### config.mk
export PLATFORM = sky130hd
export DESIGN_NAME = delay_sum_beamformer
export DESIGN_NICKNAME = d
export VERILOG_FILES = /design/src/rtl/delay_sum_beamformer.sv
export SDC_FILE = /design/constraint.sdc
export NUM_CORES = 2
export LEC_CHECK = 0
export ABC_CLOCK_PERIOD_IN_PS = 94400
export CAP_MARGIN = 20
export CORE_ASPECT_RATIO = 2
export CORE_UTILIZATION = 25
export CTS_CLUSTER_SIZE = 20
export DETAILED_ROUTE_END_ITERATION = 10
export PLACE_DENSITY = 0.36
export SLEW_MARGIN = 10
export SYNTH_ARGS = -nofsm -noshare
export SYNTH_HDL_FRONTEND = slang
export SYNTH_SLANG_ARGS = --single-unit
export TNS_END_PERCENT = 20
### constraint.sdc
create_clock -name clk_in -period 94.4 [get_ports clk_in]
set_input_delay 9.44 -clock clk_in [delete_from_list [all_inputs] [get_ports clk_in]]
set_output_delay 9.44 -clock clk_in [all_outputs]
set_load 0.05 [all_outputs]
### src/rtl/delay_sum_beamformer.sv
// ---------------------------------------------------------------------------
// delay_sum_beamformer
//
// Four-microphone delay-and-sum beamformer. Each mic feeds a circular history
// buffer of DEPTH samples sharing one write pointer. For every accepted
// sample, the sample that is d_k accepted-samples old is picked per mic. The
// four picks are registered in stage 1 and summed with sign extension in
// stage 2. Latency is two cycles, and the design accepts one sample per cycle.
//
// Optional feature: define BEAM_AVERAGE_EN to output the four-sample average
// (sum arithmetically shifted right by 2) instead of the full sum.
//
// Parameters
//   SAMPLE_WIDTH  mic sample width, two's complement
//   DEPTH         history samples per mic (power of two)
//
// Ports
//   clk_in            system clock, rising edge
//   rst_in            asynchronous active-high reset
//   sample_valid_in   one new sample per mic this cycle
//   mic_1_in..4       signed mic samples
//   delay_1_in..4     per-mic delay in samples (clamped to DEPTH-1)
//   sum_out           signed beamformed sample, SAMPLE_WIDTH+2 bits
//   sum_valid_out     one-cycle strobe marking sum_out valid
// ---------------------------------------------------------------------------
module delay_sum_beamformer #(
  parameter int SAMPLE_WIDTH = 16,
  parameter int DEPTH        = 16
) (
  input  logic                           clk_in,
  input  logic                           rst_in,
  input  logic                           sample_valid_in,
  input  logic signed [SAMPLE_WIDTH-1:0] mic_1_in,
  input  logic signed [SAMPLE_WIDTH-1:0] mic_2_in,
  input  logic signed [SAMPLE_WIDTH-1:0] mic_3_in,
  input  logic signed [SAMPLE_WIDTH-1:0] mic_4_in,
  input  logic        [7:0]              delay_1_in,
  input  logic        [7:0]              delay_2_in,
  input  logic        [7:0]              delay_3_in,
  input  logic        [7:0]              delay_4_in,
  output logic signed [SAMPLE_WIDTH+1:0] sum_out,
  output logic                           sum_valid_out
);

  localparam int SW = SAMPLE_WIDTH;
  localparam int OW = SAMPLE_WIDTH + 2;
  localparam int AW = (DEPTH > 1) ? $clog2(DEPTH) : 1;
  localparam logic [7:0] MAX_D = 8'(DEPTH - 1);

  // Out-of-range delays saturate to the oldest stored sample.
  function automatic logic [AW-1:0] f_clamp(input logic [7:0] d);
    if (d > MAX_D) return AW'(DEPTH - 1);
    else           return d[AW-1:0];
  endfunction

  function automatic logic signed [OW-1:0] f_scale(input logic signed [OW-1:0] s);
`ifdef BEAM_AVERAGE_EN
    return s >>> 2;
`else
    return s;
`endif
  endfunction

  logic signed [SW-1:0] w_mic [4];
  logic        [AW-1:0] w_dly [4];
  logic signed [SW-1:0] w_sel [4];
  logic signed [OW-1:0] w_sum_p1;

  logic        [AW-1:0] r_wr_ptr;
  logic signed [SW-1:0] r_hist [4][DEPTH];
  logic signed [SW-1:0] r_samp_p1 [4];
  logic                 r_vld_p1;

  assign w_mic[0] = mic_1_in;
  assign w_mic[1] = mic_2_in;
  assign w_mic[2] = mic_3_in;
  assign w_mic[3] = mic_4_in;
  assign w_dly[0] = f_clamp(delay_1_in);
  assign w_dly[1] = f_clamp(delay_2_in);
  assign w_dly[2] = f_clamp(delay_3_in);
  assign w_dly[3] = f_clamp(delay_4_in);

  // Zero delay forwards the incoming sample because it is not yet stored.
  // Otherwise the entry d slots behind the write pointer holds the sample
  // accepted d valid cycles ago. Pointer subtraction wraps modulo DEPTH.
  always_comb begin
    for (int k = 0; k < 4; k++) begin
      w_sel[k] = '0;
      if (w_dly[k] == '0) w_sel[k] = w_mic[k];
      else                w_sel[k] = r_hist[k][r_wr_ptr - w_dly[k]];
    end
  end

  // ---- stage 0 -> 1: history write and tap selection ----
  always_ff @(posedge clk_in or posedge rst_in) begin
    if (rst_in) begin
      r_wr_ptr <= '0;
      r_vld_p1 <= 1'b0;
      for (int k = 0; k < 4; k++) begin
        r_samp_p1[k] <= '0;
        for (int i = 0; i < DEPTH; i++) r_hist[k][i] <= '0;
      end
    end else begin
      r_vld_p1 <= sample_valid_in;
      if (sample_valid_in) begin
        r_wr_ptr <= r_wr_ptr + 1'b1;
        for (int k = 0; k < 4; k++) begin
          r_hist[k][r_wr_ptr] <= w_mic[k];
          r_samp_p1[k]        <= w_sel[k];
        end
      end
    end
  end

  always_comb begin
    w_sum_p1 = '0;
    for (int k = 0; k < 4; k++)
      w_sum_p1 = w_sum_p1 + {{2{r_samp_p1[k][SW-1]}}, r_samp_p1[k]};
  end

  // ---- stage 1 -> 2: sum and output register ----
  always_ff @(posedge clk_in or posedge rst_in) begin
    if (rst_in) begin
      sum_out       <= '0;
      sum_valid_out <= 1'b0;
    end else begin
      sum_valid_out <= r_vld_p1;
      if (r_vld_p1) sum_out <= f_scale(w_sum_p1);
    end
  end

endmodule

==> results.ini <==
[run_status]
outcome=finished clean

[pwr]
p_clk_frac=0.202
pwr-share-comb=0.444
seqPwrFrac=0.354
power_density_nw_per_um2=39.34
total_power_mw=2.354
switching_share=0.3551
p_int_mw=1.518
total_leakage_power_nw=25.50
peakVddDrop_uv=22.24
power_switching_mw=0.8358

[logic_synthesis]
synth_edf_count=0
yosys.area.top_type_share=0.5368
syn_avg_cell_area_um2=15.36
syn_nets=3544
synth_top_cell_by_area=dfrtp_1
synth-seq-cells=1112
ys_seq_area_frac=0.5368
synth_cells=3375
synth_ff_type=dfrtp_1
synth-async-reset-ratio=1.000
ys_types=59
synthesis.area_um2=51840
yosysWarnings=0
netlist_top_cells_area=dfrtp_1 (54%), mux2_2 (23%), mux4_2 (11%)

[worst_setup_path]
startpoint=rst_in
cp-start-kind=input pin
path_max_fanout=73
reg2reg_from=r_wr_ptr[0]
worst_setup_path_end_kind=asynchronous set/reset pin
r2r_slack_ns=90.21
critPathRequiredTime_ns=95.13
critPathKind=input pin to asynchronous set/reset pin
worstPathArrival_ns=13.87

[die]
die_area_um2=209300
die_y_um=646.0
coreArea_um2=206400
start_util=0.2512
num_io_pins=118
num_rows=236
die_w_um=324.0

[hold_path]
worstHoldPathType=flop to flop
min_from=r_hist[937]

[global_route]
grt_overflow_total=0
grt_util_met3=0.02088
top_usage_layer=met2
grt_start_max_net_pins=151
antenna_found_initial=13
use_met2=0.3049
grtUsageMet1=0.2038
grt_pass1_wl_um=250200
grt_usage=0.1667
grt_pass1_vias=32710

[sta]
max_slew_margin=0.2413
rsz0062_at_grt=no
period_share=0.1392
fin_crit_ns=13.14
tns_ns=0
setup_violations=0
final_max_slew_viol_count=0
fin_ws_ns=81.26
clock_skew_ns=0.03809
hold_viol=0
fmax_mhz=76.08
worst_slew_pin_slew_ns=1.138

[route]
routed_wl_um=171500
drt_first_iter_violations=1369
remaining_drc_errors=0
drt-wirelength-per-cell_um=27.53
viasPerCell=4.714
dr.pass1.iters=7
dr_total_vias=29360
ant_nets=0

[cts]
cts_buffers=113
path_clk_slew_ns=0.06
clock_sinks=1112
cts_hold_buf=0
cts-resized-gates=0
cts_tree=built
post_cts_buffers=0
worstSkewPairLatency_ns=0.73
clockBufferDepth=3
htree_levels=3
cts-root-buf=clkbuf_16

[placement]
dp_slack_ns=80.30
port_buffers=117
place_hpwl_um=99310
gp_congestion=0.7037

[job]
maxCapViolations=0

[cells_and_area]
fillers=20700
drive_gt1_frac=0.4546
area_delta_synth_final_pct=15.43
multi_input_area_um2=22660
seqCellArea_um2=27830
final_nets=3571
final_util=0.2899

worst paths after layout:
check                                endpoint  cells after the start
worst max-delay path             r_samp_p1[7]                      6
worst min-delay path              r_hist[937]                      1
worst max register to register  r_samp_p1[26]                      8
worst min register to register    r_hist[937]                      1
max in group clk_in             r_samp_p1[38]                      9
min in group asynchronous         r_hist[654]                      2
per-layer routing:
layer | share of wire | vias up | routed length (µm)
met1 | 0.42 | 16220 | 71200
met3 | 0.027 | 196 | 4694
met5 | 0.00073 | - | 125
met4 | 0.023 | 18 | 3860
met2 | 0.53 | 390 | 91590
li1 | - | 12540 | -
cell usage after synthesis, drive strengths merged, types with 2 or more instances:
master   instances
a211o            3
a21o             7
a21oi           48
a22oi           33
a31oi           32
and3            39
and4            33
buf             66
clkbuf         208
dfrtp         1112
fa              37
ha              33
inv            100
mux2          1036
mux2i           96
mux4           256
nand2           35
nand3            7
nand4            3
nor2            23
nor2b           22
nor3             5
o2111ai          2
o211ai          44
o21ai            9
o21bai           4
o221ai          22
or2              8
or3             11
or4              5
xnor2           13
xor2            11
power groups by stage:
stage	sequential, mW	combinational, mW	clock (mW)
after floorplan	0.801	0.787	0
after global placement	0.845	1.06	0
after detailed placement	0.848	1.07	0
after CTS	0.839	1.07	0.496
after global routing	0.863	1.14	0.511
final	0.833	1.05	0.476
layout by cell type, fill, tap and decap left out, types with 23 or more instances in the layout:
| cell | instances |
|---|---|
| a21oi_1 | 48 |
| a22oi_1 | 33 |
| a31oi_1 | 32 |
| and3_1 | 36 |
| and4_1 | 33 |
| buf_4 | 66 |
| clkbuf_1 | 30 |
| clkbuf_16 | 114 |
| clkbuf_8 | 27 |
| clkdlybuf4s50_1 | 116 |
| dfrtp_1 | 1112 |
| fa_1 | 33 |
| ha_1 | 29 |
| inv_1 | 98 |
| mux2_2 | 1036 |
| mux2i_1 | 96 |
| mux4_2 | 256 |
| nand2_1 | 23 |
| o211ai_1 | 44 |
worst max-delay path, stage by stage:
cell             delay (ns)
clkdlybuf4s50_1        0.49
inv_8                  0.35
buf_4                  0.64
buf_4                  0.86
buf_4                  0.87
buf_4                  0.79
registers in the layout, indices dropped and copies added (netlist names):
| signal | flops |
|---|---|
| r_vld_p1 | 1 |
| r_wr_ptr | 4 |
| sum_out | 18 |
| r_hist | 1024 |
| r_samp_p1 | 64 |
| sum_valid_out | 1 |
cell type report:
class	instances	area share
Sequential cell	1112	0.4651
Tap cell	2737	0.05723
Inverter	100	0.006420
Clock inverter	33	0.008030
Timing Repair Buffer	186	0.02882
Antenna cell	1	0.00004182
Clock buffer	171	0.05577
Multi-Input combinational cell	1889	0.3786
stage by stage:
stage | cell area (µm²) | hold WS (ns) | cells
finish | 59830 | 0.4986 | 6229
global route | 59830 | 0.5054 | 6229
CTS | 59800 | 0.5019 | 6227
detailed placement | 55990 | 0.4872 | 6023
global placement | 55970 | 0.4814 | 6022
floorplan | 51840 | 0.4169 | 3375
cell families (layout without fill, tap and decap cells):
family,Yosys count,count (layout),share of synthesized area
mux,1388,1388,0.3548
flops,1112,1112,0.5368
buf+inv,374,490,0.03024
compound gates,213,213,0.02834
simple gates,194,194,0.02322
fa+ha+maj,70,70,0.02225
xor+xnor,24,24,0.004344
other cells,0,1,0
Note: power is estimated with default switching activity, not from simulation.
